[config.mk]
export PLATFORM = sky130hd
export DESIGN_NAME = dcache_assoc
export DESIGN_NICKNAME = d
export VERILOG_FILES = /design/src/rtl/dcache_assoc.sv
export SDC_FILE = /design/constraint.sdc
export NUM_CORES = 2
export LEC_CHECK = 0
export CAP_MARGIN = 0
export CORE_ASPECT_RATIO = 1.2
export CORE_UTILIZATION = 30
export CTS_CLUSTER_SIZE = 14
export DETAILED_ROUTE_END_ITERATION = 8
export DONT_BUFFER_PORTS = 1
export GPL_TIMING_DRIVEN = 0
export PLACE_DENSITY = 0.54
export SYNTH_ARGS = -nofsm -noshare
export SYNTH_HDL_FRONTEND = slang
export SYNTH_SLANG_ARGS = --single-unit
[constraint.sdc]
create_clock -name clk -period 10.2 [get_ports clk]
set_input_delay 0 -clock clk [delete_from_list [all_inputs] [get_ports clk]]
set_output_delay 0 -clock clk [all_outputs]
set_load 0.05 [all_outputs]
[src/rtl/dcache_assoc.sv]
// dcache_assoc: N-way set-associative, write-back, write-allocate data cache for the MEM stage.
//
// Pipeline side : cache_req, data_address, write_data, MemWrite, AddrMode in;
//                 read_data (combinational on hit), stall out.
// Flush         : flush_req pulse in; flush_busy, flush_done (one-cycle pulse) out.
// Memory side   : mem_req, WriteEnable (1=write-back, 0=refill), memory_address (line aligned),
//                 mem_writedata (victim line) out; mem_readdata, mem_ready (one-cycle pulse) in.
// Replacement   : lowest invalid way first, otherwise the oldest way of a per-set age
//                 permutation (age 0 = most recently used).
module dcache_assoc #(
    parameter int unsigned SETS       = 4,
    parameter int unsigned WAYS       = 2,
    parameter int unsigned LINE_WORDS = 4,
    parameter int unsigned ADDR_WIDTH = 32
) (
    input  logic                      clk,
    input  logic                      rst,
    input  logic                      cache_req,
    input  logic [ADDR_WIDTH-1:0]     data_address,
    input  logic [31:0]               write_data,
    input  logic                      MemWrite,
    input  logic                      AddrMode,
    output logic [31:0]               read_data,
    output logic                      stall,
    input  logic                      flush_req,
    output logic                      flush_busy,
    output logic                      flush_done,
    output logic                      mem_req,
    output logic                      WriteEnable,
    output logic [ADDR_WIDTH-1:0]     memory_address,
    output logic [32*LINE_WORDS-1:0]  mem_writedata,
    input  logic [32*LINE_WORDS-1:0]  mem_readdata,
    input  logic                      mem_ready
);

    localparam int unsigned LW       = 32 * LINE_WORDS;
    localparam int unsigned OFF_BITS = $clog2(4 * LINE_WORDS);
    localparam int unsigned IDX_BITS = $clog2(SETS);
    localparam int unsigned TAG_W    = ADDR_WIDTH - OFF_BITS - IDX_BITS;
    localparam int unsigned IDX_W    = (SETS > 1) ? IDX_BITS : 1;
    localparam int unsigned WAY_W    = (WAYS > 1) ? $clog2(WAYS) : 1;
    localparam int unsigned WO_W     = (LINE_WORDS > 1) ? $clog2(LINE_WORDS) : 1;

    typedef enum logic [2:0] {
        StIdle,
        StWriteback,
        StRefill,
        StFlushScan,
        StFlushWb
    } state_e;

    state_e             state_q, state_d;
    logic [IDX_W-1:0]   set_q, set_d;           // set of the pending miss
    logic [WAY_W-1:0]   victim_q, victim_d;     // way being replaced
    logic [TAG_W-1:0]   miss_tag_q, miss_tag_d;
    logic [IDX_W-1:0]   scan_set_q, scan_set_d;
    logic [WAY_W-1:0]   scan_way_q, scan_way_d;

    logic               valid_q [SETS][WAYS];
    logic               valid_d [SETS][WAYS];
    logic               dirty_q [SETS][WAYS];
    logic               dirty_d [SETS][WAYS];
    logic [TAG_W-1:0]   tag_q   [SETS][WAYS];
    logic [TAG_W-1:0]   tag_d   [SETS][WAYS];
    logic [WAY_W-1:0]   age_q   [SETS][WAYS];
    logic [WAY_W-1:0]   age_d   [SETS][WAYS];
    logic [LW-1:0]      data_q  [SETS][WAYS];

    // Single line write port into the data array
    logic               line_we;
    logic [IDX_W-1:0]   line_set;
    logic [WAY_W-1:0]   line_way;
    logic [LW-1:0]      line_wdata;

    // At most one LRU touch per cycle (hit in idle or refill install)
    logic               touch_en;
    logic [IDX_W-1:0]   touch_set;
    logic [WAY_W-1:0]   touch_way;

    logic [IDX_W-1:0]   req_idx;
    logic [TAG_W-1:0]   req_tag;
    logic [WO_W-1:0]    req_word;
    logic [1:0]         req_byte;
    logic               hit;
    logic [WAY_W-1:0]   hit_way;
    logic [WAY_W-1:0]   victim;
    logic               victim_found;
    logic [LW-1:0]      hit_line;
    logic [31:0]        hit_word;
    logic [31:0]        store_word;
    logic [LW-1:0]      store_line;
    logic               scan_last;

    function automatic logic [ADDR_WIDTH-1:0] line_addr(input logic [TAG_W-1:0] t,
                                                        input logic [IDX_W-1:0] s);
        logic [ADDR_WIDTH-1:0] a;
        a = (ADDR_WIDTH'(t) << (OFF_BITS + IDX_BITS)) | (ADDR_WIDTH'(s) << OFF_BITS);
        return a;
    endfunction

    // Address split, hit detection and victim choice
    always_comb begin
        req_tag  = data_address[ADDR_WIDTH-1 -: TAG_W];
        req_idx  = '0;
        req_word = '0;
        if (SETS > 1)       req_idx  = data_address[OFF_BITS +: IDX_W];
        if (LINE_WORDS > 1) req_word = data_address[2 +: WO_W];
        req_byte = data_address[1:0];

        hit     = 1'b0;
        hit_way = '0;
        for (int w = 0; w < WAYS; w++) begin
            if (valid_q[req_idx][w] && (tag_q[req_idx][w] == req_tag)) begin
                hit     = 1'b1;
                hit_way = WAY_W'(w);
            end
        end

        victim       = '0;
        victim_found = 1'b0;
        for (int w = 0; w < WAYS; w++) begin
            if (!victim_found && !valid_q[req_idx][w]) begin
                victim       = WAY_W'(w);
                victim_found = 1'b1;
            end
        end
        if (!victim_found) begin
            for (int w = 0; w < WAYS; w++) begin
                if (age_q[req_idx][w] == WAY_W'(WAYS - 1)) victim = WAY_W'(w);
            end
        end

        hit_line   = data_q[req_idx][hit_way];
        hit_word   = hit_line[32*req_word +: 32];
        store_word = hit_word;
        if (AddrMode) store_word[8*req_byte +: 8] = write_data[7:0];
        else          store_word = write_data;
        store_line = hit_line;
        store_line[32*req_word +: 32] = store_word;

        scan_last = (scan_set_q == IDX_W'(SETS - 1)) && (scan_way_q == WAY_W'(WAYS - 1));
    end

    // Next-state, array updates and outputs
    always_comb begin
        state_d    = state_q;
        set_d      = set_q;
        victim_d   = victim_q;
        miss_tag_d = miss_tag_q;
        scan_set_d = scan_set_q;
        scan_way_d = scan_way_q;
        valid_d    = valid_q;
        dirty_d    = dirty_q;
        tag_d      = tag_q;
        age_d      = age_q;

        line_we    = 1'b0;
        line_set   = req_idx;
        line_way   = hit_way;
        line_wdata = store_line;
        touch_en   = 1'b0;
        touch_set  = req_idx;
        touch_way  = hit_way;

        read_data      = '0;
        stall          = 1'b0;
        flush_busy     = 1'b0;
        flush_done     = 1'b0;
        mem_req        = 1'b0;
        WriteEnable    = 1'b0;
        memory_address = '0;
        mem_writedata  = '0;

        case (state_q)
            StIdle: begin
                if (cache_req && hit) begin
                    read_data = AddrMode ? {24'b0, hit_word[8*req_byte +: 8]} : hit_word;
                    touch_en  = 1'b1;
                    if (MemWrite) begin
                        line_we                   = 1'b1;
                        dirty_d[req_idx][hit_way] = 1'b1;
                    end
                end else if (cache_req) begin
                    stall      = 1'b1;
                    set_d      = req_idx;
                    victim_d   = victim;
                    miss_tag_d = req_tag;
                    if (valid_q[req_idx][victim] && dirty_q[req_idx][victim]) begin
                        state_d = StWriteback;
                    end else begin
                        state_d = StRefill;
                    end
                end
                // A pending miss blocks the flush; the pipeline retries it later
                if (flush_req && !(cache_req && !hit)) begin
                    state_d    = StFlushScan;
                    scan_set_d = '0;
                    scan_way_d = '0;
                end
            end

            StWriteback: begin
                stall          = 1'b1;
                mem_req        = 1'b1;
                WriteEnable    = 1'b1;
                memory_address = line_addr(tag_q[set_q][victim_q], set_q);
                mem_writedata  = data_q[set_q][victim_q];
                if (mem_ready) begin
                    dirty_d[set_q][victim_q] = 1'b0;
                    state_d                  = StRefill;
                end
            end

            StRefill: begin
                stall          = 1'b1;
                mem_req        = 1'b1;
                memory_address = line_addr(miss_tag_q, set_q);
                if (mem_ready) begin
                    line_we                  = 1'b1;
                    line_set                 = set_q;
                    line_way                 = victim_q;
                    line_wdata               = mem_readdata;
                    valid_d[set_q][victim_q] = 1'b1;
                    dirty_d[set_q][victim_q] = 1'b0;
                    tag_d[set_q][victim_q]   = miss_tag_q;
                    touch_en                 = 1'b1;
                    touch_set                = set_q;
                    touch_way                = victim_q;
                    state_d                  = StIdle;
                end
            end

            StFlushScan: begin
                stall      = 1'b1;
                flush_busy = 1'b1;
                if (valid_q[scan_set_q][scan_way_q] && dirty_q[scan_set_q][scan_way_q]) begin
                    state_d = StFlushWb;
                end else if (scan_last) begin
                    flush_done = 1'b1;
                    state_d    = StIdle;
                end else if (scan_way_q == WAY_W'(WAYS - 1)) begin
                    scan_way_d = '0;
                    scan_set_d = scan_set_q + 1'b1;
                end else begin
                    scan_way_d = scan_way_q + 1'b1;
                end
            end

            StFlushWb: begin
                stall          = 1'b1;
                flush_busy     = 1'b1;
                mem_req        = 1'b1;
                WriteEnable    = 1'b1;
                memory_address = line_addr(tag_q[scan_set_q][scan_way_q], scan_set_q);
                mem_writedata  = data_q[scan_set_q][scan_way_q];
                if (mem_ready) begin
                    dirty_d[scan_set_q][scan_way_q] = 1'b0;
                    if (scan_last) begin
                        flush_done = 1'b1;
                        state_d    = StIdle;
                    end else begin
                        state_d = StFlushScan;
                        if (scan_way_q == WAY_W'(WAYS - 1)) begin
                            scan_way_d = '0;
                            scan_set_d = scan_set_q + 1'b1;
                        end else begin
                            scan_way_d = scan_way_q + 1'b1;
                        end
                    end
                end
            end

            default: state_d = StIdle;
        endcase

        // Ways younger than the touched one age by one; the touched way becomes MRU
        if (touch_en) begin
            for (int w = 0; w < WAYS; w++) begin
                if (age_q[touch_set][w] < age_q[touch_set][touch_way]) begin
                    age_d[touch_set][w] = age_q[touch_set][w] + 1'b1;
                end
            end
            age_d[touch_set][touch_way] = '0;
        end
    end

    always_ff @(posedge clk) begin
        if (rst) begin
            state_q    <= StIdle;
            set_q      <= '0;
            victim_q   <= '0;
            miss_tag_q <= '0;
            scan_set_q <= '0;
            scan_way_q <= '0;
            for (int s = 0; s < SETS; s++) begin
                for (int w = 0; w < WAYS; w++) begin
                    valid_q[s][w] <= 1'b0;
                    dirty_q[s][w] <= 1'b0;
                    tag_q[s][w]   <= '0;
                    // Ages must stay a permutation, so they restart as the way number
                    age_q[s][w]   <= WAY_W'(w);
                end
            end
        end else begin
            state_q    <= state_d;
            set_q      <= set_d;
            victim_q   <= victim_d;
            miss_tag_q <= miss_tag_d;
            scan_set_q <= scan_set_d;
            scan_way_q <= scan_way_d;
            valid_q    <= valid_d;
            dirty_q    <= dirty_d;
            tag_q      <= tag_d;
            age_q      <= age_d;
        end
    end

    // Line storage needs no reset: valid bits guard it
    always_ff @(posedge clk) begin
        if (!rst && line_we) data_q[line_set][line_way] <= line_wdata;
    end

endmodule

After elaboration in Yosys (flattened, before gate mapping):

Memory sizes are Yosys's and may differ from the RTL's. A register that Yosys moved wholly into a read port is not among the register bits.
Cells that the tools add are included.

* memories: 1
* word-level logic and storage cells: 307
* register bits: 267
* RAM bits: 1024

Memory list
* data_q: depth 4, bits a word 256, read ports 3, clocked after memory_dff 2, write ports 1, line 67 `logic [LW-1:0] data_q [SETS][WAYS];`

* order comparisons: 19
* add/subtract/negate cells: 6
* shift-type cells: 6
* reduce and logical (&&, ||, !) cells: 35
* equal/unequal tests: 18
* bitwise gates (word level): 21
* muxes and demuxes: 163

Operator list (number)
* $mux W128: 12
* $mux W52: 7
* $bmux W52 S2: 3
* $mux W256: 1
* $pmux W128 S2: 1
* $bwmux W208: 1
* $mux W26: 7
* $bwmux W128: 1
* $demux W128 S1: 1
* $mux W32: 4
* $shift A32 B34 Y128 const A: 1
* $shiftx A128 B8 Y32: 1
* $shiftx A32 B34 Y128: 1
* $demux W52 S2: 1
* $or A32 B6 Y32: 3
* $pmux W32 S3: 1
* $mux W8: 8
* $mux W2: 30
* $eq A26 B26 Y1: 2
* $mux W1: 49
* $neg A5 Y34: 1
* $neg A7 Y34: 1
* $shift A8 B34 Y32 const A: 1
* $shiftx A8 B34 Y32: 1
* 45 further kinds: 129

Depth between registers and ports, before layout:

* depth after elaboration: 20
* mapped depth: 17
* mapped depth without buffers: 9

Least setup slack after synthesis:

No wires, ideal clock.

* kind: flip-flop to flip-flop
* start: register tag_q[13] (netlist name)
* end: memory data_q[2][128] (netlist name), enable pin
* slack: 1.652 ns
* cell stages (with the launch flop): 12
* arrival: 7.931 ns
* required time: 9.583 ns
* library setup time: 0.617 ns
* buffers on the path: 2
* path through: dfxtp_1 mux4_2 xor2_1 a211o_1 a221oi_2 nand4_1 buf_6 a21oi_2 buf_2 a21oi_1 or3b_2 nor2_1

* word-level cells in the longest chain between the ends: 14
* elaborated cells on any way between the ends: 21
* classes of those cells: order compare: 2; eq/ne: 1; mux: 13; bitwise: 1; reduce/logical: 4

Ends and longest elaborated chain
* start: declaration: line 63 `logic [TAG_W-1:0] tag_q [SETS][WAYS];`
* start signal: assignment: line 313 `tag_q <= tag_d;`
* $bmux W52 S2 (*): line 113 `if (valid_q[req_idx][w] && (tag_q[req_idx][w] == req_tag)) begin`
* $mux W52 (implied by the code) (*) (2 in a row): line 113
* $eq A26 B26 Y1 (*): line 113
* $logic_and A1 B1 Y1 (*): line 113
* $mux W1: line 113
* $mux W1: line 218 `if (mem_ready) begin`
* $mux W1: line 174 `case (state_q)`
* $not A1 Y2 (implied by the code): line 320 `if (!rst && line_we) data_q[line_set][line_way] <= line_wdata;`
* $ge A2 B2 Y1 (implied by the code) or $lt A2 B1 Y1 (tied branches): line 320
* $logic_and A1 B1 Y1 (implied by the code): line 320
* $mux W128 (implied by the code): line 320
* $demux W128 S1: line 320
* $mux W256 (implied by the code) (*): line 320
* end: declaration: line 67

Every way passes the cells marked *; elsewhere a longest branch is shown, timed or not. The select of a mux whose other input is x is not followed.

Final worst setup path:

* start: register tag_q[160] (netlist name)
* end: output port read_data[1]

* word-level cells in the longest chain between the ends: 15
* elaborated cells on any way between the ends: 17
* classes of those cells: eq/ne: 1; shift: 2; mux: 11; bitwise: 1; reduce/logical: 2

Ends and longest elaborated chain
* $bmux W52 S2 (*): line 113
* $mux W52 (implied by the code) (*) (2 in a row): line 113
* $eq A26 B26 Y1 (*): line 113
* $logic_and A1 B1 Y1 (*): line 113
* $mux W1: line 113
* $not A1 Y2 (implied by the code): line 133 `hit_line = data_q[req_idx][hit_way];`
* $mux W128 (implied by the code) (3 in a row): line 133
* $shiftx A128 B8 Y32: line 134 `hit_word = hit_line[32*req_word +: 32];`
* $shiftx A32 B6 Y8: line 177 `read_data = AddrMode ? {24'b0, hit_word[8*req_byte +: 8]} : hit_word;`
* $mux W32: line 177
* $mux W32 (*): line 176 `if (cache_req && hit) begin`
* $mux W32 (*): line 174
* end: declaration: line 23 `output logic [31:0] read_data,`

Marks and branches as above.

==> reports/results.ini <==
[pwr]
pwr-share-comb = 0.152
vdd_drop_max_uv = 181
p_sw_frac = 0.285
fin_total_pwr_mw = 13.5
intPower_mw = 9.65
clkPwrFrac = 0.411
pwr-share-seq = 0.437
power_density_nw_per_um2 = 152
p_leak_nw = 28.2
power_switching_mw = 3.84

[cells_and_area]
area_growth_pct = 18.3
final_nets = 5864
drive_gt1_frac = 0.261

[floorplanning]
initial_core_util = 0.302
pin_count = 396
core-area_um2 = 248000
fp.dieW_um = 458
die_area_um2 = 252000
rows = 200
die_h_um = 549

[worst_hold_path]
holdCritPathClass = primary input to flop

[timing]
fin_crit_ns = 6.86
fin_skew_ns = 0.0809
setup_ws_ns = 3.34
post-route-period-util = 0.672
setup_violations = 0
fmax_mhz = 146
tightest_slew_ns = 1.54
hold_violations = 0
whs_ns = 0.0826
rsz0062_at_grt = false
drv_slew = 43
relSlewSlack = -0.0580

[worst_setup_path]
critPathSlowestCell = mux2i_1
endpoint_kind = primary output
crit_arrival_ns = 6.86
start_kind = flop
slowest_delay_ns = 1.38
timing_worst_setup_path_type = flop to primary output
crit_path_frequent_cell = mux2i_1
cp.required_ns = 10.20
critPathMaxFanout = 9
crit_chain = mux4_2, xnor2_1, nand3_1, nor2_1, nand4_1, clkbuf_1, mux2i_1, mux2i_1, a222oi_1, o2111ai_2

[detailed_routing]
drtAntennaViolNets = 0
drt-initial-drc-count = 8353
vias = 57000
wire_per_inst_um = 39.4
drc = 0
wirelength_mm = 358
firstDrtPassIters = 8
via_per_inst = 6.27

[yosys]
yosysTopAreaCell = edfxtp_1
yosysWarnings = 0
yosysTopAreaCellShare = 0.411
ys_ff_latch = 1295
ys_types = 65
synth_edf_count = 1024
synth_ff_type = edfxtp_1
async_reset_ff_frac = 0
ys_seq_area_frac = 0.483
avgSynthCellArea_um2 = 14.5
syn-instance-count = 5170
synth_area_um2 = 74900
synth_area_leaders = edfxtp_1 (41%), mux4_2 (29%), dfxtp_1 (7.2%), mux2i_1 (6.9%), nand2_1 (3.0%)

[clocking]
cts-buffers-inserted = 149
clock_sinks = 1295
htreeDepth = 4
clk_pin_slew_ns = 0.06
clock_latency_ns = 0.87
cts_tree = done
clockBufferDepth = 3
post_cts_resize_count = 0
cts-root-buf = clkbuf_16

[grt]
grtUsageTotal = 0.278
grt_max_degree = 24
grt_pass1_wl_mm = 476
grt_pass1_vias = 55100
grt-ovfl-total = 0
antenna_found_initial = 112

[placed_design]
place_ws_ns = 3.12
io_buffers = 0
routabilityCongestion = 1.02
hpwl_mm = 262

[run_status]
violations = capacitance limit, slew limit
outcome = complete, but fails checks

[flow_run]
max_cap_violations = 15

power groups by stage:
stage,Combinational [mW],Sequential (mW),Clock [mW]
finish,2.05,5.90,5.54
global route,2.08,5.90,5.77
CTS,2.00,5.90,5.58
detailed placement,1.85,6.01,0
global placement,1.80,6.03,0
floorplan,1.11,6.01,0
path summary, 6_finish.rpt:
check	cells after the start	endpoint	slack, ns	startpoint
max reg2reg	11	data_q[0][145]$_DFFE_PP_	3.48	tag_q[160]$_SDFFE_PP0P_
min	3	data_q[3][195]$_DFFE_PP_	0.08	mem_readdata[67]
max	10	read_data[1]	3.34	tag_q[160]$_SDFFE_PP0P_
min reg2reg	2	tag_q[136]$_SDFFE_PP0P_	0.48	tag_q[136]$_SDFFE_PP0P_
cell usage in the layout (no fill, tap or decap), drive strengths merged, types with 64 or more instances in the layout:
master	n
edfxtp	1024
o21ai	167
buf	258
a31o	64
nand2	596
o22ai	132
nor2	246
clkbuf	498
mux4	954
mux2i	517
dlygate4sd3	252
dfxtp	271
a21oi	333
diode	82
cells by family (layout without fill, tap and decap cells):
logic type	after synthesis	count (layout)	share of synthesized area
buffers and inverters	508	1109	0.0295
other	1	86	0.0000501
AOI/OAI and AO/OA	826	826	0.0673
and+or+nand+nor	995	995	0.0543
xor gates and xnor gates	46	46	0.00538
adders and majority gates	14	14	0.00234
muxes	1485	1485	0.358
DFF	1295	1295	0.483
per-stage QoR:
stage	utilization	instance area (µm²)	TNS [ns]	std cells
floorplan	-	74900	0	5173
global placement	0.319	78900	-8264.02	8405
detailed placement	0.326	80800	0	8477
CTS	0.356	88300	0	9002
global route	0.357	88500	0	9056
finish	0.358	88600	0	9088
Yosys cell counts, types with 17 or more instances:
cell	count
nand2_1	596
a31o_1	40
a21oi_1	331
clkbuf_1	304
nand3_1	23
o211ai_1	23
buf_1	105
nor3_1	41
xnor2_1	37
o21ai_0	151
mux2i_1	517
o31ai_1	17
nor2_1	246
edfxtp_1	1024
buf_2	40
dfxtp_1	271
mux4_2	954
a31oi_1	17
o22ai_1	132
a31o_2	24
buf_4	24
what timing repair did:
item                      in CTS  in global routing
hold endpoints to repair    1095                  8
setup buffers                  0                  0
hold buffers                 251                  1
cell type report:
cell class | count | area [µm²]
Inverter | 18 | 67.6
Tap cell | 3232 | 4040
Sequential cell | 1295 | 36200
Fill cell | 23800 | 159000
Antenna cell | 82 | 205
Clock inverter | 83 | 986
Buffer | 490 | 2160
Clock buffer | 191 | 4020
Timing Repair Buffer | 327 | 3940
Multi-Input combinational cell | 3370 | 37000
worst max-delay path: cells and delay by family, from the launching register on:
kind                      cells  cell delay [ns]
AOI/OAI and AO/OA             2             1.40
xor gates and xnor gates      1             0.59
buffers and inverters         1             0.62
DFF                           1             0.34
muxes                         3             2.30
and+or+nand+nor               3             0.71
registers in the layout, indices dropped and copies added (netlist names), named ones only:
signal      cells
age_q           8
data_q       1024
dirty_q         8
miss_tag_q     26
scan_set_q      2
scan_way_q      1
set_q           2
state_q         3
tag_q         208
valid_q         8
victim_q        1
per-layer routing:
| metal | GRT usage | wire, µm | vias to the layer above |
|---|---|---|---|
| li1 | - | - | 22100 |
| met1 | 0.318 | 121000 | 29700 |
| met2 | 0.438 | 164000 | 4109 |
| met3 | 0.0777 | 39000 | 1052 |
| met4 | 0.219 | 33400 | 22 |
| met5 | 0 | 149 | - |
(Power assumes the default switching activity.)
